## config.mk

```make
export PLATFORM = sky130hd
export DESIGN_NAME = gb_cpu_fetch_ctrl
export DESIGN_NICKNAME = d
export VERILOG_FILES = /design/src/rtl/gb_cpu_common_pkg.sv /design/src/rtl/gb_cpu_int_prio.sv /design/src/rtl/gb_cpu_fetch_ctrl.sv
export SDC_FILE = /design/constraint.sdc
export NUM_CORES = 1
export LEC_CHECK = 0
export BUFFER_PORTS_ARGS = -buffer_cell sky130_fd_sc_hd__buf_4
export CORE_MARGIN = 2
export CORE_UTILIZATION = 50
export CTS_CLUSTER_SIZE = 8
export DETAILED_ROUTE_END_ITERATION = 6
export PLACE_DENSITY_LB_ADDON = 0.15
export SETUP_SLACK_MARGIN = 0.05
export SLEW_MARGIN = 30
export SYNTH_ARGS = -nofsm -noshare
export SYNTH_HDL_FRONTEND = slang
export SYNTH_SLANG_ARGS = --single-unit
```

## constraint.sdc

```tcl
create_clock -name clk -period 4.45 [get_ports clk]
set_clock_uncertainty 0.15 [all_clocks]
set_input_delay 0.89 -clock clk [delete_from_list [all_inputs] [get_ports clk]]
set_output_delay 0.89 -clock clk [all_outputs]
set_load 0.1 [all_outputs]
```

## src/rtl/gb_cpu_common_pkg.sv

```systemverilog
// Shared types and constants for the CPU fetch/decode front end.
// Pure declarations; no logic.
package gb_cpu_common_pkg;

  typedef enum logic [1:0] {
    RUN      = 2'd0,
    CB_FETCH = 2'd1,
    ISR      = 2'd2,
    HALT     = 2'd3
  } fetch_state_t;

  localparam logic [7:0] OPCODE_NOP      = 8'h00;
  localparam logic [7:0] OPCODE_CB       = 8'hCB;
  localparam logic [7:0] INT_VECTOR_BASE = 8'h40;
  localparam int         INT_NUM         = 5;

endpackage

```

## src/rtl/gb_cpu_int_prio.sv

```systemverilog
// Lowest-index-wins interrupt priority encoder.
// Purely combinational, zero latency; no backpressure.
module gb_cpu_int_prio #(
  parameter int N  = 5,
  parameter int IW = (N > 1) ? $clog2(N) : 1
) (
  input  logic [N-1:0]  i_req,
  output logic          o_any,
  output logic [IW-1:0] o_idx,
  output logic [N-1:0]  o_onehot
);

  always_comb begin
    o_any    = 1'b0;
    o_idx    = '0;
    o_onehot = '0;
    // Scan downward so the lowest set bit is the last one written.
    for (int i = N - 1; i >= 0; i--) begin
      if (i_req[i]) begin
        o_any    = 1'b1;
        o_idx    = IW'(i);
        o_onehot = '0;
        o_onehot[i] = 1'b1;
      end
    end
  end

endmodule

```

## src/rtl/gb_cpu_fetch_ctrl.sv

```systemverilog
// Fetch controller: opcode latch, CB-prefix sequencing, IME/EI delay, HALT/HALT-bug and interrupt dispatch.
// Registered outputs update on the clk edge of an m_tick; pc_inc is combinational; no backpressure, m_tick paces all state.
module gb_cpu_fetch_ctrl
  import gb_cpu_common_pkg::*;
#(
  parameter int         NUM_INT       = INT_NUM,
  parameter logic [7:0] VECTOR_BASE   = INT_VECTOR_BASE,
  parameter int         VECTOR_STRIDE = 8
) (
  input  logic               clk,
  input  logic               reset,
  input  logic               m_tick,
  input  logic [7:0]         fetch_data,
  input  logic               instr_last,
  input  logic               ctl_ei,
  input  logic               ctl_di,
  input  logic               ctl_reti,
  input  logic               ctl_halt,
  input  logic [NUM_INT-1:0] int_enable,
  input  logic [NUM_INT-1:0] int_flag,
  output logic [7:0]         opcode,
  output logic               cb_prefix,
  output logic               isr_cmd,
  output logic               pc_inc,
  output logic [NUM_INT-1:0] int_ack,
  output logic [7:0]         isr_vector,
  output logic               ime,
  output logic               halted
);

  localparam int IW = (NUM_INT > 1) ? $clog2(NUM_INT) : 1;

  localparam logic [1:0] ST_RUN      = 2'(RUN);
  localparam logic [1:0] ST_CB_FETCH = 2'(CB_FETCH);
  localparam logic [1:0] ST_ISR      = 2'(ISR);
  localparam logic [1:0] ST_HALT     = 2'(HALT);

  logic [1:0]         r_state;
  logic [7:0]         r_opcode;
  logic               r_cb_prefix;
  logic               r_isr_cmd;
  logic [NUM_INT-1:0] r_int_ack;
  logic [7:0]         r_isr_vector;
  logic               r_ime;
  logic               r_halted;
  logic               r_ei_pend;
  logic               r_halt_bug;

  logic               w_any;
  logic [IW-1:0]      w_idx;
  logic [NUM_INT-1:0] w_onehot;
  logic [7:0]         w_vector;
  logic               w_ime_upd;
  logic               w_ei_upd;
  logic               w_take_ime;
  logic               w_dispatch;
  logic               w_fetch;
  logic               w_cb_second;
  logic               w_isr_exit;
  logic               w_halt_enter;
  logic               w_halt_bug_set;
  logic               w_wake;

  gb_cpu_int_prio #(
    .N  (NUM_INT),
    .IW (IW)
  ) u_int_prio (
    .i_req    (int_enable & int_flag),
    .o_any    (w_any),
    .o_idx    (w_idx),
    .o_onehot (w_onehot)
  );

  assign w_vector = VECTOR_BASE + 8'(w_idx) * 8'(VECTOR_STRIDE);

  // Ordering matters: a pending EI lands first, so EI;DI still leaves IME clear.
  always_comb begin
    w_ime_upd = r_ime;
    w_ei_upd  = r_ei_pend;
    if (r_ei_pend) w_ime_upd = 1'b1;
    w_ei_upd = ctl_ei;
    if (ctl_di) begin
      w_ime_upd = 1'b0;
      w_ei_upd  = 1'b0;
    end
    if (ctl_reti) w_ime_upd = 1'b1;
  end

  always_comb begin
    w_take_ime     = 1'b0;
    w_dispatch     = 1'b0;
    w_fetch        = 1'b0;
    w_cb_second    = 1'b0;
    w_isr_exit     = 1'b0;
    w_halt_enter   = 1'b0;
    w_halt_bug_set = 1'b0;
    w_wake         = 1'b0;
    if (m_tick && !reset) begin
      case (r_state)
        ST_RUN: begin
          if (instr_last) begin
            w_take_ime = 1'b1;
            if (w_ime_upd && w_any) begin
              w_dispatch = 1'b1;
            end else if (ctl_halt) begin
              if (w_any && !w_ime_upd) w_halt_bug_set = 1'b1;
              else                     w_halt_enter   = 1'b1;
            end else begin
              w_fetch = 1'b1;
            end
          end
        end
        ST_CB_FETCH: w_cb_second = 1'b1;
        ST_ISR: begin
          if (instr_last) begin
            w_take_ime = 1'b1;
            w_isr_exit = 1'b1;
            w_fetch    = 1'b1;
          end
        end
        ST_HALT: begin
          if (w_any) begin
            w_wake = 1'b1;
            if (r_ime) w_dispatch = 1'b1;
            else       w_fetch    = 1'b1;
          end
        end
        default: ;
      endcase
    end
  end

  // A HALT-bug fetch latches the byte but leaves PC in place, so it is read again.
  assign pc_inc = (w_fetch & ~r_halt_bug) | w_cb_second;

  always_ff @(posedge clk) begin
    if (reset) begin
      r_state      <= ST_RUN;
      r_opcode     <= OPCODE_NOP;
      r_cb_prefix  <= 1'b0;
      r_isr_cmd    <= 1'b0;
      r_int_ack    <= '0;
      r_isr_vector <= 8'h00;
      r_ime        <= 1'b0;
      r_halted     <= 1'b0;
      r_ei_pend    <= 1'b0;
      r_halt_bug   <= 1'b0;
    end else begin
      r_int_ack <= w_dispatch ? w_onehot : '0;
      if (w_take_ime) begin
        r_ime     <= w_ime_upd;
        r_ei_pend <= w_ei_upd;
      end
      if (w_dispatch) begin
        r_isr_cmd    <= 1'b1;
        r_cb_prefix  <= 1'b0;
        r_opcode     <= OPCODE_NOP;
        r_ime        <= 1'b0;
        r_isr_vector <= w_vector;
        r_state      <= ST_ISR;
      end
      if (w_fetch) begin
        r_opcode    <= fetch_data;
        r_cb_prefix <= 1'b0;
        r_halt_bug  <= 1'b0;
        r_state     <= (fetch_data == OPCODE_CB) ? ST_CB_FETCH : ST_RUN;
      end
      if (w_isr_exit) r_isr_cmd <= 1'b0;
      if (w_cb_second) begin
        r_opcode    <= fetch_data;
        r_cb_prefix <= 1'b1;
        r_state     <= ST_RUN;
      end
      if (w_halt_enter) begin
        r_halted <= 1'b1;
        r_state  <= ST_HALT;
      end
      if (w_halt_bug_set) r_halt_bug <= 1'b1;
      if (w_wake)         r_halted   <= 1'b0;
    end
  end

  assign opcode     = r_opcode;
  assign cb_prefix  = r_cb_prefix;
  assign isr_cmd    = r_isr_cmd;
  assign int_ack    = r_int_ack;
  assign isr_vector = r_isr_vector;
  assign ime        = r_ime;
  assign halted     = r_halted;

endmodule

```

==> results of run 1 <==
==> kinds of logic (layout without fill, tap and decap cells) <==
logic type               count (synthesis)  in the layout  share of synthesized area [%]
AND/OR/NAND/NOR                         59             59                          25.05
AO/OA/AOI/OAI                           28             28                          16.23
flip-flops                              25             25                          40.08
buffers and inverters                   13             56                          6.914
multiplexers                             8              8                          6.413
adder cells (fa/ha/maj)                  5              5                          5.010
other                                    1              4                         0.3003
==> routing by layer <==
metal | routed length, µm | global-route usage, % | up-vias
li1 | - | - | 575
met1 | 1158 | 23.71 | 547
met2 | 1476 | 41.67 | 31
met3 | 163 | 3.333 | 4
met4 | 34 | 6.667 | 0
met5 | 0 | 0 | -
==> synthesized netlist by cell type (2+ instances only) <==
cell      number
nand3_1        5
o21ai_0        4
a31oi_1        3
nand2b_1       9
a22o_2         2
a21oi_1        7
buf_4          4
or2_2          3
nor2_1         7
a31o_2         2
ha_1           5
nor2b_1        2
mux2i_1        8
inv_1          4
clkbuf_8       2
buf_2          2
nor3b_1        2
dfxtp_1       25
nand2_1       19
nor3_1         3
==> area by class of cell <==
class	count	area [µm²]	area share (%)
clock buffer	4	26.28	1.623
inverter	4	15.01	0.9274
multi-input combinational	104	679.4	41.96
sequential	25	500.5	30.91
tap	30	37.54	2.318
timing repair buffer	48	360.3	22.26
==> path summary, 6_finish.rpt <==
path                           endpoint  slack (ps)  cells past startpoint
min          isr_vector[6]$_SDFFE_PP0P_         310                      2
min reg2reg  isr_vector[6]$_SDFFE_PP0P_         310                      2
max reg2reg  isr_vector[4]$_SDFFE_PP0P_        1990                      7
max                              pc_inc         880                      7
==> power groups by stage <==
| stage | registers, mW | clock network [mW] | logic, mW |
|---|---|---|---|
| after floorplan | 0.264 | 0 | 0.0532 |
| after global placement | 0.237 | 0 | 0.108 |
| after detailed placement | 0.237 | 0 | 0.111 |
| after CTS | 0.232 | 0.103 | 0.111 |
| after global routing | 0.233 | 0.110 | 0.119 |
| final | 0.232 | 0.0987 | 0.111 |
==> stage by stage <==
step / hold WS (ps) / std cells / utilization (%) / setup WS (ps)
floorplan: 296.9 / 142 / - / 158.7
global placement: 285.7 / 211 / 65.84 / 858.6
detailed placement: 295.6 / 211 / 66.10 / 853.8
CTS: 314.1 / 215 / 67.19 / 857.2
global route: 333.8 / 215 / 67.19 / 754.5
finish: 310.3 / 215 / 67.19 / 875.9
==> flip-flops by register name, summed over array words and instances (netlist names) <==
signal	flops
cb_prefix	1
halted	1
ime	1
int_ack	5
isr_cmd	1
isr_vector	4
opcode	8
r_ei_pend	1
r_halt_bug	1
r_state	2
==> layout by cell type (no fill, tap or decap), types with 4 or more instances in the layout <==
master	Yosys	routed
ha_1	5	5
conb_1	1	4
nand2_1	19	19
nand3_1	5	5
a21oi_1	7	7
nor2_1	7	7
nand2b_1	9	9
dfxtp_1	25	25
mux2i_1	8	8
buf_4	4	48
inv_1	4	4
==> critical path, stage by stage <==
cell	delay, ps
buf_4	120
a222oi_1	460
a22o_2	240
a221oi_2	80
or2_2	310
o21ai_1	120
buf_4	300
==> flow_summary_export.csv, run 1 <==
group,metric,value,unit
layout,drive_gt1_share,33.51,%
critical_path,worstSetupStartpoint,"int_enable[0]",
critical_path,r2r-start,"r_state[0]$_SDFFE_PP0P_",
clock_tree,cts_made_buffers,3,
critical_path,path_class,"primary input to output port",
layout,fill_cells,203,
power,seqPwrFrac,52.5,%
synth,synth_top_area_share,40.08,%
place,routabilityCongestion,0.8633,
synth,synth-main-ff-cell,"dfxtp_1",
synth,netlist-cell-type-count,41,
timing,maxSlewHeadroom,59.43,%
route,routed_via_density,5.381,
layout,fin_area,1619,µm²
critical_path,cp-start-kind,"primary input",
synth,async_reset_ff_share,0,%
timing,worst_slew_pin_slew,606.7,ps
timing,setup_viol,0,
synth,synth-edff-count,0,
floorplan,dieArea,2913,µm²
global_route,first_global_vias,1124,
job,maxCapViolCount,0,
floorplan,die_h,53.98,µm
layout,area_growth,29.66,%
floorplan,initial_core_util,51.82,%
place,place_area,1593,µm²
route,firstDrtPassIters,4,
synth,ys_warn_count,0,
power,p_clk_share,22.3,%
clock_tree,htreeDepth,1,
synth,syn-mean-instance-area,8.983,µm²
floorplan,io-pin-count,52,
synth,synth_top_area_cell,"dfxtp_1",
power,power.total,442.2,µW
timing,fin_crit,3574,ps
power,power.density,273.1,nW/µm²
synth,yosys-top-cells-area,"dfxtp_1 (40%), mux2i_1 (6.4%), nand2_1 (5.7%)",
timing,setup-tns-final,0,ps
critical_path,cp.required,3410,ps
critical_path,worstPathArrival,2530,ps
clock_tree,cts_sinks,25,
min_path,worstHoldStart,"isr_vector[6]$_SDFFE_PP0P_",
clock_tree,clkTransAtPathRegs,120,ps
timing,fin_crit_sh,80.32,%
synth,netlist_area,1249,µm²
global_route,antenna_found_initial,0,
power,pwr-share-comb,25.2,%
clock_tree,cts_setup_buffers,0,
place,portBuffers,47,
power,irDropWorstVdd,0.2568,mV
timing,fmax,279.8,MHz
critical_path,endpoint_kind,"output port",
floorplan,core,2410,µm²
floorplan,rows,18,
clock_tree,ctsResizeCount,0,
timing,hold_viol_final,0,
min_path,hold_path_class,"register to register",
route,final_antenna_net_count,0,
global_route,grt_max_degree,20,
route,wl_per_cell,13.17,µm
global_route,track_usage,21.54,%
synth,synth_cells,139,
floorplan,die_x,53.98,µm
route,drt_wl_total,2.832,mm
synth,synth_seq_area_share,40.08,%
power,swShare,32.38,%
power,switchingPower,143.2,µW
layout,nNetsFinal,217,
timing,rsz0062_at_grt,"false",
power,p_leak,0.7036,nW
clock_tree,cts_hold_buffers,0,
global_route,grt_pass1_wl,4.643,mm
route,vias,1157,
route,drc,0,
timing,final_max_slew_viol_count,0,
clock_tree,cts_tree,"built",
clock_tree,insertion_delay,310,ps
global_route,overflow,0,
power,p_int,299.0,µW
layout,num_antenna_cells,0,
clock_tree,ctsRootBufferMaster,"clkbuf_4",
status,status,"finished, final reports clean",
route,drt_iter0_drc,16,
clock_tree,clockBufferDepth,2,
place,hpwl,2.197,mm
synth,ys_ff_latch,25,
critical_path,crit_path_max_fanout,5,
No activity file was read; power rests on OpenSTA's default activity.
==> inputs of run 2 (changes only) <==
--- a/config.mk
+++ b/config.mk
@@ -7,7 +7,7 @@
 export LEC_CHECK = 0
 export BUFFER_PORTS_ARGS = -buffer_cell sky130_fd_sc_hd__buf_4
 export CORE_MARGIN = 2
-export CORE_UTILIZATION = 50
+export CORE_UTILIZATION = 47
 export CTS_CLUSTER_SIZE = 8
 export DETAILED_ROUTE_END_ITERATION = 6
 export PLACE_DENSITY_LB_ADDON = 0.15
==> constraint.sdc (replaced) <==
create_clock -name clk -period 3.7 [get_ports clk]
set_clock_uncertainty 0.15 [all_clocks]
set_input_delay 0.74 -clock clk [delete_from_list [all_inputs] [get_ports clk]]
set_output_delay 0.74 -clock clk [all_outputs]
set_load 0.1 [all_outputs]
==> run 2 against run 1 <==
Worst hold slack improved by 7.8 ps; sequential cell count unchanged; register-to-register slack worse by 530 ps; critical path depth is the same; non-clock buffer count is 1 higher; largest cell class unchanged; largest power group unchanged.
==> flow_summary_export.csv, run 2 (synthesized netlist as in run 1, its figures left out) <==
group,metric,value,unit
layout,final_cell_mix,"buf_4 (49), dfxtp_1 (25), nand2_1 (19), nand2b_1 (9), mux2i_1 (8)",
global_route,first_global_vias,1081,
global_route,grt.busiest_layer,"met2",
route,firstDrtPassIters,5,
critical_path,worst_path_most_repeated_cell,"buf_4",
critical_path,critPathTopFamily,"compound AO/OA/AOI/OAI gates",
critical_path,worstPathArrival,2410,ps
layout,layout_commonest_cell,"buf_4",
layout,largest_reg_flops,8,
layout,num_antenna_cells,0,
timing,hold_viol_final,0,
place,hpwl,2.143,mm
floorplan,dieArea,3085,µm²
critical_path,cp_slowest_cell,"a222oi_1",
timing,fin_crit,3299,ps
clock_tree,clkTransAtPathRegs,140,ps
floorplan,initial_core_util,49.95,%
place,place_area,1598,µm²
clock_tree,insertion_delay,320,ps
route,final_antenna_net_count,0,
global_route,use_met1,22.01,%
layout,area_growth,30.36,%
place,dpl_worst_slack,377.8,ps
timing,setup_viol,0,
route,wl_per_cell,12.42,µm
route,drt_wl_total,2.683,mm
route,vias,1123,
floorplan,die_h,55.55,µm
clock_tree,cts_made_buffers,3,
floorplan,io-pin-count,52,
critical_path,cp_cell_sequence,"buf_4 -> a222oi_1 -> a22o_2 -> a221oi_2 -> or2_2 -> o21ai_2 -> buf_4",
clock_tree,clockBufferDepth,2,
critical_path,cp-start-kind,"primary input",
floorplan,rows,18,
timing,fin_crit_sh,89.15,%
route,drt_iter0_drc,19,
global_route,antenna_found_initial,0,
critical_path,crit_path_max_fanout,5,
global_route,grt_pass1_wl,4.629,mm
layout,fill_cells,223,
clock_tree,htreeDepth,1,
min_path,hold_path_class,"register to register",
clock_tree,ctsResizeCount,0,
clock_tree,cts_setup_buffers,0,
critical_path,cp.required,2810,ps
global_route,track_usage,18.05,%
power,p_leak,0.7086,nW
global_route,overflow,0,
layout,fin_area,1628,µm²
clock_tree,cts_tree,"built",
critical_path,endpoint_kind,"output port",
power,power.total,536.6,µW
critical_path,path_buf_inv,2,
global_route,grt_use_met3,3.044,%
clock_tree,cts_hold_buffers,0,
route,drc,0,
layout,final_core_utilization,65.12,%
global_route,grt_max_degree,20,
floorplan,core,2500,µm²
clock_tree,cts_sinks,25,
layout,nNetsFinal,218,
timing,final_max_slew_viol_count,0,
route,routed_via_density,5.199,
floorplan,die_x,55.55,µm
place,routabilityCongestion,0.7906,
critical_path,slowest_delay,490,ps
status,status,"finished, final reports clean",
global_route,grtUsageMet2,32.31,%
layout,drive_gt1_share,34.41,%
job,maxCapViolCount,0,
power,power.density,329.7,nW/µm²
clock_tree,ctsRootBufferMaster,"clkbuf_4",
power,irDropWorstVdd,0.2288,mV
timing,setup-tns-final,0,ps
critical_path,path_class,"primary input to output port",
timing,rsz0062_at_grt,"false",
timing,fin_ws,401.3,ps
timing,fmax,303.2,MHz
place,portBuffers,47,
## run 2: changes by cell type in the layout (fill, tap and decap cells not counted), sizes merged
cell and change:
clkbuf -1, clkinvlp +1, buf +1
## run 2: report_power, final
group	internal, mW	leakage [nW]	total [mW]	switching (mW)
registers	0.275	0.202	0.279	0.00409
logic	0.0432	0.493	0.133	0.0895
clock network	0.0413	0.0139	0.125	0.0835
## run 2: per-layer routing
metal / wire, µm / part of all wire, %
met1: 1129 / 42
met2: 1349 / 50
met3: 176 / 6.6
met4: 27 / 1.0
met5: 0 / 0
## run 2: worst min-delay path: cells and delay by family (launching register included)
kind            cells  cell delay (ps)
flops               1              340
buf+inv             1               50
compound gates      1               50
## run 2: path summary, 6_finish.rpt
kind / from / end / slack, ps / depth (start not counted)
min: isr_vector[6]$_SDFFE_PP0P_ / isr_vector[6]$_SDFFE_PP0P_ / 320 / 2
max: int_enable[0] / pc_inc / 400 / 7
max reg2reg: r_state[0]$_SDFFE_PP0P_ / isr_vector[4]$_SDFFE_PP0P_ / 1460 / 7
min reg2reg: isr_vector[6]$_SDFFE_PP0P_ / isr_vector[6]$_SDFFE_PP0P_ / 320 / 2
## run 2: metrics by stage
stage | hold WS (ps) | cells
2_1_floorplan | 310.7 | 142
3_3_place_gp | 283.9 | 212
3_5_place_dp | 296.2 | 212
4_1_cts | 320.9 | 216
5_1_grt | 341.7 | 216
6_report | 318.1 | 216
## run 2: layout make-up
| type | instances | area (µm²) | share of cell area, % |
|---|---|---|---|
| Clock buffer | 3 | 22.52 | 1.384 |
| Clock inverter | 1 | 7.507 | 0.4612 |
| Inverter | 4 | 15.01 | 0.9224 |
| Multi-Input combinational cell | 104 | 676.9 | 41.58 |
| Sequential cell | 25 | 500.5 | 30.75 |
| Tap cell | 30 | 37.54 | 2.306 |
| Timing Repair Buffer | 49 | 367.9 | 22.60 |
